$ cat config.mk
export PLATFORM = sky130hd
export DESIGN_NAME = branch_target_unit_flat
export DESIGN_NICKNAME = d
export VERILOG_FILES = /design/src/rtl/branch_target_unit_if.sv /design/src/rtl/branch_target_unit.sv /design/src/flat_wrapper.sv
export SDC_FILE = /design/constraint.sdc
export NUM_CORES = 1
export LEC_CHECK = 0
export ABC_AREA = 1
export CAP_MARGIN = 15
export CELL_PAD_IN_SITES_DETAIL_PLACEMENT = 1
export CELL_PAD_IN_SITES_GLOBAL_PLACEMENT = 2
export CORE_MARGIN = 3
export CORE_UTILIZATION = 32
export CTS_CLUSTER_SIZE = 10
export DETAILED_ROUTE_END_ITERATION = 6
export HOLD_SLACK_MARGIN = 0.03
export PLACE_DENSITY_LB_ADDON = 0.05
export RECOVER_POWER = 50
export SLEW_MARGIN = 30
export SYNTH_ARGS = -nofsm -noshare
export SYNTH_HDL_FRONTEND = slang
export SYNTH_SLANG_ARGS = --single-unit
$ cat constraint.sdc
create_clock -name clock -period 4.1 [get_ports clock]
set_input_delay 0.41 -clock clock [delete_from_list [all_inputs] [get_ports clock]]
set_output_delay 0.41 -clock clock [all_outputs]
set_load 0.1 [all_outputs]
$ cat src/rtl/branch_target_unit_if.sv
// Request/response bundle for branch_target_unit.
//   Request (master -> slave): estado_pc, imm_gen, rs1_val, mode, in_valid,
//                              stall, flush
//   Response (slave -> master): entrada_mux, link_addr, out_valid,
//                               misaligned, ras_hit, ras_empty, ras_full
// The fetch-stage driver uses the master modport; the target unit uses slave.
interface branch_target_unit_if #(
    parameter int XLEN = 32
);
    logic [XLEN-1:0] estado_pc;
    logic [XLEN-1:0] imm_gen;
    logic [XLEN-1:0] rs1_val;
    logic [2:0]      mode;
    logic            in_valid;
    logic            stall;
    logic            flush;

    logic [XLEN-1:0] entrada_mux;
    logic [XLEN-1:0] link_addr;
    logic            out_valid;
    logic            misaligned;
    logic            ras_hit;
    logic            ras_empty;
    logic            ras_full;

    modport master (
        output estado_pc, imm_gen, rs1_val, mode, in_valid, stall, flush,
        input  entrada_mux, link_addr, out_valid, misaligned, ras_hit,
               ras_empty, ras_full
    );

    modport slave (
        input  estado_pc, imm_gen, rs1_val, mode, in_valid, stall, flush,
        output entrada_mux, link_addr, out_valid, misaligned, ras_hit,
               ras_empty, ras_full
    );
endinterface

$ cat src/rtl/branch_target_unit.sv
// Next-PC target generator for the fetch stage.
// Computes SEQ / BRANCH / JAL / JALR / RET targets in PC units, keeps a
// circular return-address stack, and registers the result one cycle after
// an accepted request.
// Ports:
//   clock  - rising-edge clock
//   reset  - asynchronous active-high reset
//   bus    - branch_target_unit_if slave: request inputs, registered
//            target/link/flags, combinational RAS empty/full
module branch_target_unit #(
    parameter int XLEN      = 32,
    parameter int IMM_SHIFT = 2,
    parameter int PC_STEP   = 1,
    parameter int RAS_DEPTH = 4
) (
    input  logic                  clock,
    input  logic                  reset,
    branch_target_unit_if.slave   bus
);

    localparam int PTR_W = (RAS_DEPTH > 1) ? $clog2(RAS_DEPTH) : 1;
    localparam int CNT_W = PTR_W + 1;

    // Bits below PC granularity; empty mask when the PC is byte-addressed,
    // which makes the misaligned flag constant zero.
    localparam logic [XLEN-1:0] LOW_MASK =
        XLEN'((64'd1 << IMM_SHIFT) - 64'd1);

    typedef enum logic [2:0] {
        MODE_SEQ    = 3'd0,
        MODE_BRANCH = 3'd1,
        MODE_JAL    = 3'd2,
        MODE_JALR   = 3'd3,
        MODE_RET    = 3'd4
    } mode_e;

    // Registered outputs
    logic [XLEN-1:0] target_reg;
    logic [XLEN-1:0] link_reg;
    logic            valid_reg;
    logic            misaligned_reg;
    logic            hit_reg;

    // Return-address stack: top_ptr_reg addresses the most recent entry
    logic [XLEN-1:0]  ras_mem [RAS_DEPTH];
    logic [PTR_W-1:0] top_ptr_reg;
    logic [CNT_W-1:0] count_reg;

    // Next-state values
    logic [XLEN-1:0] seq_target;
    logic [XLEN-1:0] imm_units;
    logic [XLEN-1:0] rel_target;
    logic [XLEN-1:0] jalr_byte;
    logic [XLEN-1:0] jalr_target;
    logic [XLEN-1:0] target_next;
    logic            misaligned_next;
    logic            hit_next;
    logic            push;
    logic            pop;
    logic            accept;
    logic            empty;
    logic            full;
    logic [PTR_W-1:0] push_ptr;

    assign empty    = (count_reg == '0);
    assign full     = (count_reg == CNT_W'(RAS_DEPTH));
    assign accept   = bus.in_valid && !bus.stall && !bus.flush;
    assign push_ptr = top_ptr_reg + PTR_W'(1);

    always_comb begin
        seq_target      = bus.estado_pc + XLEN'(PC_STEP);
        imm_units       = XLEN'($signed(bus.imm_gen) >>> IMM_SHIFT);
        rel_target      = bus.estado_pc + imm_units;
        jalr_byte       = (bus.rs1_val + bus.imm_gen) & ~XLEN'(1);
        jalr_target     = jalr_byte >> IMM_SHIFT;

        target_next     = seq_target;
        misaligned_next = 1'b0;
        hit_next        = 1'b0;
        push            = 1'b0;
        pop             = 1'b0;

        case (bus.mode)
            MODE_BRANCH: begin
                target_next     = rel_target;
                misaligned_next = |(bus.imm_gen & LOW_MASK);
            end
            MODE_JAL: begin
                target_next     = rel_target;
                misaligned_next = |(bus.imm_gen & LOW_MASK);
                push            = 1'b1;
            end
            MODE_JALR: begin
                target_next     = jalr_target;
                misaligned_next = |(jalr_byte & LOW_MASK);
            end
            MODE_RET: begin
                if (!empty) begin
                    target_next = ras_mem[top_ptr_reg];
                    hit_next    = 1'b1;
                    pop         = 1'b1;
                end else begin
                    // Nothing predicted: fall back to the architectural JALR
                    target_next     = jalr_target;
                    misaligned_next = |(jalr_byte & LOW_MASK);
                end
            end
            default: begin
                target_next = seq_target;
            end
        endcase
    end

    always_ff @(posedge clock or posedge reset) begin
        if (reset) begin
            target_reg     <= '0;
            link_reg       <= '0;
            valid_reg      <= 1'b0;
            misaligned_reg <= 1'b0;
            hit_reg        <= 1'b0;
            top_ptr_reg    <= '0;
            count_reg      <= '0;
        end else if (!bus.stall) begin
            if (bus.flush || !bus.in_valid) begin
                valid_reg <= 1'b0;
            end else begin
                target_reg     <= target_next;
                link_reg       <= seq_target;
                valid_reg      <= 1'b1;
                misaligned_reg <= misaligned_next;
                hit_reg        <= hit_next;
                if (push) begin
                    // When full the pointer still advances, so the slot
                    // written is the oldest one and count saturates.
                    top_ptr_reg <= push_ptr;
                    if (!full) begin
                        count_reg <= count_reg + CNT_W'(1);
                    end
                end else if (pop) begin
                    top_ptr_reg <= top_ptr_reg - PTR_W'(1);
                    count_reg   <= count_reg - CNT_W'(1);
                end
            end
        end
    end

    // Entry storage carries no reset; contents are only read when count > 0.
    generate
        for (genvar gi = 0; gi < RAS_DEPTH; gi++) begin : g_ras
            always_ff @(posedge clock) begin
                if (accept && push && (push_ptr == PTR_W'(gi))) begin
                    ras_mem[gi] <= seq_target;
                end
            end
        end
    endgenerate

    assign bus.entrada_mux = target_reg;
    assign bus.link_addr   = link_reg;
    assign bus.out_valid   = valid_reg;
    assign bus.misaligned  = misaligned_reg;
    assign bus.ras_hit     = hit_reg;
    assign bus.ras_empty   = empty;
    assign bus.ras_full    = full;

endmodule

$ cat src/flat_wrapper.sv
// flat-port wrapper written by rule: the top's interface ports become plain ports
module branch_target_unit_flat 
#(
    parameter int XLEN      = 32,
    parameter int IMM_SHIFT = 2,
    parameter int PC_STEP   = 1,
    parameter int RAS_DEPTH = 4
)
  (clock, reset, bus_estado_pc, bus_imm_gen, bus_rs1_val, bus_mode, bus_in_valid, bus_stall, bus_flush, bus_entrada_mux, bus_link_addr, bus_out_valid, bus_misaligned, bus_ras_hit, bus_ras_empty, bus_ras_full);
  branch_target_unit_if #(.XLEN(XLEN)) bus_i ();
  input  logic clock;
  input  logic reset;
  input wire logic [$bits(bus_i.estado_pc)-1:0] bus_estado_pc;
  input wire logic [$bits(bus_i.imm_gen)-1:0] bus_imm_gen;
  input wire logic [$bits(bus_i.rs1_val)-1:0] bus_rs1_val;
  input wire logic [$bits(bus_i.mode)-1:0] bus_mode;
  input wire logic [$bits(bus_i.in_valid)-1:0] bus_in_valid;
  input wire logic [$bits(bus_i.stall)-1:0] bus_stall;
  input wire logic [$bits(bus_i.flush)-1:0] bus_flush;
  output wire logic [$bits(bus_i.entrada_mux)-1:0] bus_entrada_mux;
  output wire logic [$bits(bus_i.link_addr)-1:0] bus_link_addr;
  output wire logic [$bits(bus_i.out_valid)-1:0] bus_out_valid;
  output wire logic [$bits(bus_i.misaligned)-1:0] bus_misaligned;
  output wire logic [$bits(bus_i.ras_hit)-1:0] bus_ras_hit;
  output wire logic [$bits(bus_i.ras_empty)-1:0] bus_ras_empty;
  output wire logic [$bits(bus_i.ras_full)-1:0] bus_ras_full;
  assign bus_i.estado_pc = bus_estado_pc;
  assign bus_i.imm_gen = bus_imm_gen;
  assign bus_i.rs1_val = bus_rs1_val;
  assign bus_i.mode = bus_mode;
  assign bus_i.in_valid = bus_in_valid;
  assign bus_i.stall = bus_stall;
  assign bus_i.flush = bus_flush;
  assign bus_entrada_mux = bus_i.entrada_mux;
  assign bus_link_addr = bus_i.link_addr;
  assign bus_out_valid = bus_i.out_valid;
  assign bus_misaligned = bus_i.misaligned;
  assign bus_ras_hit = bus_i.ras_hit;
  assign bus_ras_empty = bus_i.ras_empty;
  assign bus_ras_full = bus_i.ras_full;
  branch_target_unit #(.XLEN(XLEN), .IMM_SHIFT(IMM_SHIFT), .PC_STEP(PC_STEP), .RAS_DEPTH(RAS_DEPTH)) u_core (.clock(clock), .reset(reset), .bus(bus_i));
endmodule
# Word level (Yosys, flattened, before mapping)
# Memory sizes are Yosys's and may differ from the RTL's.
# Index checks and enable logic that the tools add are counted.
[totals]
regBits = 72
ram_bits = 128
inputBits = 104
output_inout_bits = 69
wordCells = 78
mem_count = 1
[memory_table]
columns = ["memory", "words", "width", "rd", "rd_clocked_by_memory_dff", "wr", "line_no", "rtl"]
rows = [
  ["u_core.ras_mem", 4, 32, 1, 0, 1, "branch_target_unit.sv:45", "logic [XLEN-1:0] ras_mem [RAS_DEPTH];"],
]
[classes]
add_sub_neg = 7
n_eq_ne = 9
mux = 30
bitwise = 2
reduce_logical = 22
[op_table]
columns = ["op", "n"]
rows = [
  ["32-bit 2-to-1 mux", 4],
  ["32-bit case mux with 3 select lines", 1],
  ["32-bit OR reduction", 3],
  ["32-bit adder", 2],
  ["32-bit by 1-bit adder with 32-bit output, second input constant", 1],
  ["1-bit 2-to-1 mux", 16],
  ["2-bit 2-to-1 mux", 5],
  ["3-bit 2-to-1 mux", 3],
  ["1-bit logical AND", 7],
  ["3-bit by 2-bit == test with 1-bit output, second input constant", 2],
  ["3-bit == test, second input constant", 2],
  ["2-bit == test, second input constant", 2],
  ["4-bit AND reduction", 1],
  ["2-bit OR reduction", 2],
  ["3-bit by 1-bit adder with 3-bit output, second input constant", 1],
  ["3-bit by 1-bit == test with 1-bit output, second input constant", 1],
  ["1-bit zero test", 3],
  ["3-bit zero test", 1],
  ["1-bit case mux with 3 select lines", 1],
  ["3-bit AND reduction", 1],
  ["3-bit by 1-bit subtractor with 3-bit output, second input constant", 1],
  ["2-bit by 1-bit adder with 2-bit output, second input constant", 1],
  ["2-bit by 1-bit == test with 1-bit output, second input constant", 1],
  ["2-bit zero test", 1],
  ["other kinds (6)", 7],
]

# Logic depth before layout (Yosys ltp)
# Gate-level depths: netlist of run 1.
[depth]
ltp_word = 11
depth_mapped = 16

# Worst setup path before layout of run 1
# No wires, ideal clock.
[synth_timing]
path_type = "register -> register"
start = "reg u_core.count_reg[0]"
end = "reg u_core.count_reg[2]"
setup_time_ps = 125
t_arrival_ps = 3103
t_required_ps = 3975
slack_ps = 872
stages_incl_launch_ff = 6
n_path_buf = 0
path_cell_list = "dfrtp_1 -> nor3_1 -> nand2_1 -> nand2_2 -> nor2_1 -> xor2_1"
[synth_between]
elab_cells_between_ends = 12
cone_classes = "add/sub (2); eq/ne (2); mux (5); reduce/logical (3)"
[synth_lines]
columns = ["item", "line_no", "rtl"]
rows = [
  ["from (decl)", "branch_target_unit.sv:47", "logic [CNT_W-1:0] count_reg;"],
  ["from (signal assigned)", "branch_target_unit.sv:137", "count_reg <= count_reg + CNT_W'(1);"],
  ["from (signal assigned)", "branch_target_unit.sv:141", "count_reg <= count_reg - CNT_W'(1);"],
  ["3-bit == test", "branch_target_unit.sv:66", "assign full = (count_reg == CNT_W'(RAS_DEPTH));"],
  ["net bus_ras_full", "flat_wrapper.sv:26", "output wire logic [$bits(bus_i.ras_full)-1:0] bus_ras_full;"],
  ["2-bit != test (no line)", "-", ""],
  ["4-bit AND reduction (no line)", "-", ""],
]
# The timed path passes the listed nets, and every way through them passes these cells. The select of a mux whose other input is x is not followed.
# A chain may end at the register's enable or synchronous reset.

# Final worst setup path of run 1
[layout_timing]
start = "in bus_estado_pc[0]"
end = "reg u_core.target_reg[25] (netlist: u_core.bus.entrada_mux[25])"
[layout_between]
elab_chain_cells = 2
elab_cells_between_ends = 3
cone_classes = "add/sub (2); mux (1)"
[layout_lines]
columns = ["item", "line_no", "rtl"]
rows = [
  ["from (decl)", "flat_wrapper.sv:13", "input wire logic [$bits(bus_i.estado_pc)-1:0] bus_estado_pc;"],
  ["32-bit by 1-bit adder with 32-bit output", "branch_target_unit.sv:71", "seq_target = bus.estado_pc + XLEN'(PC_STEP);"],
  ["net u_core.seq_target[25]", "branch_target_unit.sv:50", "logic [XLEN-1:0] seq_target;"],
  ["32-bit case mux with 3 select lines", "branch_target_unit.sv:83", "case (bus.mode)"],
  ["to (signal assigned)", "branch_target_unit.sv:127", "target_reg <= target_next;"],
  ["to (decl)", "branch_target_unit.sv:38", "logic [XLEN-1:0] target_reg;"],
]
# The timed path passes the listed nets, and every way through them passes these cells.

==> results of run 1 <==
-- synth_stat cells, types with 4 or more instances --
master / count
nand2_1: 789
inv_1: 262
nor2_1: 152
nand3_1: 141
edfxtp_1: 128
a21oi_1: 106
dfrtp_1: 72
ha_1: 66
o21ai_0: 40
clkbuf_1: 26
xor2_1: 22
nand4_1: 17
buf_2: 16
inv_2: 12
nand3b_1: 11
nor3_1: 11
or2_2: 11
a22oi_1: 10
nor3_2: 10
xnor2_1: 9
a221oi_1: 8
o22ai_1: 8
and2_1: 7
nor2_2: 7
o21bai_1: 7
nand2_2: 6
o211ai_1: 4
-- cells by family after synthesis --
group                      Yosys count  synth area share (%)
buffers and inverters              319                  8.64
DFF                                200                  40.1
adders and majority gates           69                  6.29
and+or+nand+nor                   1171                  34.7
xor gates and xnor gates            36                  2.51
AOI/OAI and AO/OA                  194                  7.74
-- power breakdown --
| part | total (mW) | switching (mW) | internal [mW] |
|---|---|---|---|
| combinational | 3.41 | 2.53 | 0.872 |
| clock | 1.72 | 0.857 | 0.865 |
| sequential | 2.44 | 0.132 | 2.31 |
-- routing by layer --
| metal | global-route usage, % | vias up | wire [µm] | share of wire (%) |
|---|---|---|---|---|
| li1 | - | 6693 | - | - |
| met1 | 37.7 | 6707 | 29600 | 49 |
| met2 | 42.4 | 318 | 28100 | 46 |
| met3 | 2.48 | 32 | 2510 | 4.1 |
| met4 | 4.16 | 0 | 688 | 1.1 |
| met5 | 0 | - | 0 | 0 |
-- how the worst max path moves through the flow --
stage	startpoint	end	slack, ns	cells after the start
final	bus_estado_pc[0]	u_core.bus.entrada_mux[25]	0.60	10
after global routing	bus_estado_pc[0]	u_core.bus.entrada_mux[25]	0.55	10
after CTS	u_core.count_reg[0]	bus_ras_empty	1.19	4
after detailed placement	bus_estado_pc[0]	u_core.bus.entrada_mux[20]	0.80	11
after global placement	bus_estado_pc[1]	u_core.bus.entrada_mux[20]	0.81	11
after floorplan	u_core.count_reg[0]	u_core.count_reg[2]	0.87	5
-- cell type report --
type | count | area (µm²)
Clock inverter | 15 | 161
Inverter | 275 | 1030
Timing Repair Buffer | 189 | 1840
Multi-Input combinational cell | 1470 | 7150
Tap cell | 585 | 732
Sequential cell | 200 | 5650
Fill cell | 5465 | 26300
Clock buffer | 17 | 425
-- per-stage QoR --
stage                     utilization [%]  cells  total power, mW  hold WS, ns
final                                39.3   2751             7.57        0.476
after global routing                 39.3   2751             7.98        0.498
after CTS                            39.5   2751             7.66        0.376
after detailed placement             38.2   2719             5.93        0.461
after global placement               38.2   2719             5.89        0.459
after floorplan                         -   1989             4.80        0.442
-- placed cells by master (no fill, tap or decap), types with 14 or more instances in the layout --
cell and count:
nor3_1 16, ha_1 66, buf_4 14, clkbuf_16 17
dfrtp_1 71, nand2_1 791, o21ai_0 41, dlygate4sd3_1 45
nor2_1 150, clkdlybuf4s50_1 125, nand3_1 142, nand4_1 17
inv_1 263, xor2_1 23, a21oi_1 106, edfxtp_1 128
==> metrics.cfg, run 1 <==
[worst_hold_path]
min-delay-start = u_core.count_reg[2]
holdPathStages = 1
min_to = u_core.count_reg[2]
hold_class = flop to flop

[clock_network]
clk_latency_ns = 0.45
cts_buffers = 17
htree_levels = 4
cts_tree = done
cts_resized = 0
postCtsSetupRepairBufs = 0
cts_num_sinks = 200
ctsHoldBuffers = 0
clockRootBuffer = clkbuf_16
clk_path_buf_depth = 2
path_clk_slew_ns = 0.08

[global_routing]
track_usage_pct = 25.8
grt_overflow_total = 0
grt_pass1_vias = 13900
grt_max_degree = 68
grt_pass1_wl_mm = 89.9
antenna_found_initial = 0

[finish]
nets = 2326
antennaDiodeCount = 0
largest_reg_flops = 128
final_area_um2 = 17000
area_growth_pct = 20.7
regMostFlops = u_core.ras_mem
final_layout_size_suffix_gt1_share_pct = 4.39

[timing]
slew_violations = 86
tns_ns = 0
tightest_slew_ns = 2.62
grt_setup_unrepaired = false
slew_headroom_pct = -75.4
fmax_mhz = 286
min_period_over_period_pct = 85.3
setup_ws_ns = 0.604
finalHoldViolCount = 0
setup_viol = 0
post-route-min-period_ns = 3.50
clock_skew_ns = 0.0155

[floorplan]
initial_utilization_pct = 32.6
dieHeight_um = 216
die-width_um = 216
io_pins = 173
die_area_um2 = 46600
fp-row-count = 76
core_um2 = 43300

[status]
violations = capacitance limit, slew limit
status = finished with violations

[placement]
place_congestion = 0.927
numPortBuffers = 172
dp_hpwl_mm = 48.1
place_area_um2 = 16500
post-place-ws_ns = 0.801

[route]
drtPass1Iterations = 5
drt_wl_total_mm = 60.8
viasPerCell = 5.00
ant_nets = 0
wl_per_cell_um = 22.1
vias = 13800
first_iter_violations = 968
route.detailed.drc = 0

[worst_setup_path]
crit_chain = dlygate4sd3_1, nand3_1, nor3_1, nand2_1, nor2_4, xor2_1, nand2_1, nand2_1, nand2_1, nand2_1
r2r-start = u_core.top_ptr_reg[0]
slowest_stage = nor3_1
path_max_fanout = 7
cp.arrival_ns = 3.88
path_buf_inv = 1
reg2reg_slack_ns = 1.28
worst_path_most_repeated_cell = nand2_1
cp-end-kind = flop
crit_family = simple AND/OR/NAND/NOR gates
crit_required_ns = 4.49
r2r_end = u_core.bus.entrada_mux[20]
worstSetupPathType = input pin to flop
slowest_delay_ns = 0.93
start_kind = input pin
rr_worst_depth = 10

[logic_synthesis]
synth_top_area_share_pct = 27.3
syn-instance-count = 1989
ys_warn_count = 0
synth.distinct_cells = 46
async_reset_ff_share_pct = 36.0
synth.yosys.seq_area_share_pct = 40.1
syn_avg_cell_area_um2 = 7.08
synth-seq-cells = 200
synth-main-ff-cell = edfxtp_1
synth_largest_area_cell = edfxtp_1
synth_area_leaders = edfxtp_1, nand2_1, dfrtp_1, inv_1, ha_1
synth_edf_count = 128
syn-num-nets = 2162
syn-cell-area_um2 = 14100

[flow_run]
maxCapViolCount = 2

[power_and_ir_drop]
p_leak_nw = 8.16
p_per_area_nw_per_um2 = 446
peakVddDrop_mv = 0.286

Power figures use the tool's default switching activity.
==> run 2: changes to the inputs <==
- CTS_CLUSTER_SIZE: 10 -> not set
- SETUP_SLACK_MARGIN: not set -> 0.1
==> results of run 2 <==
No change in the layout: final DEF, timing and power equal those of run 1.
==> run 3: changes to the inputs <==
- CAP_MARGIN: 15 -> not set
==> results of run 3 <==
No change in the layout: final DEF, timing and power equal those of run 1.
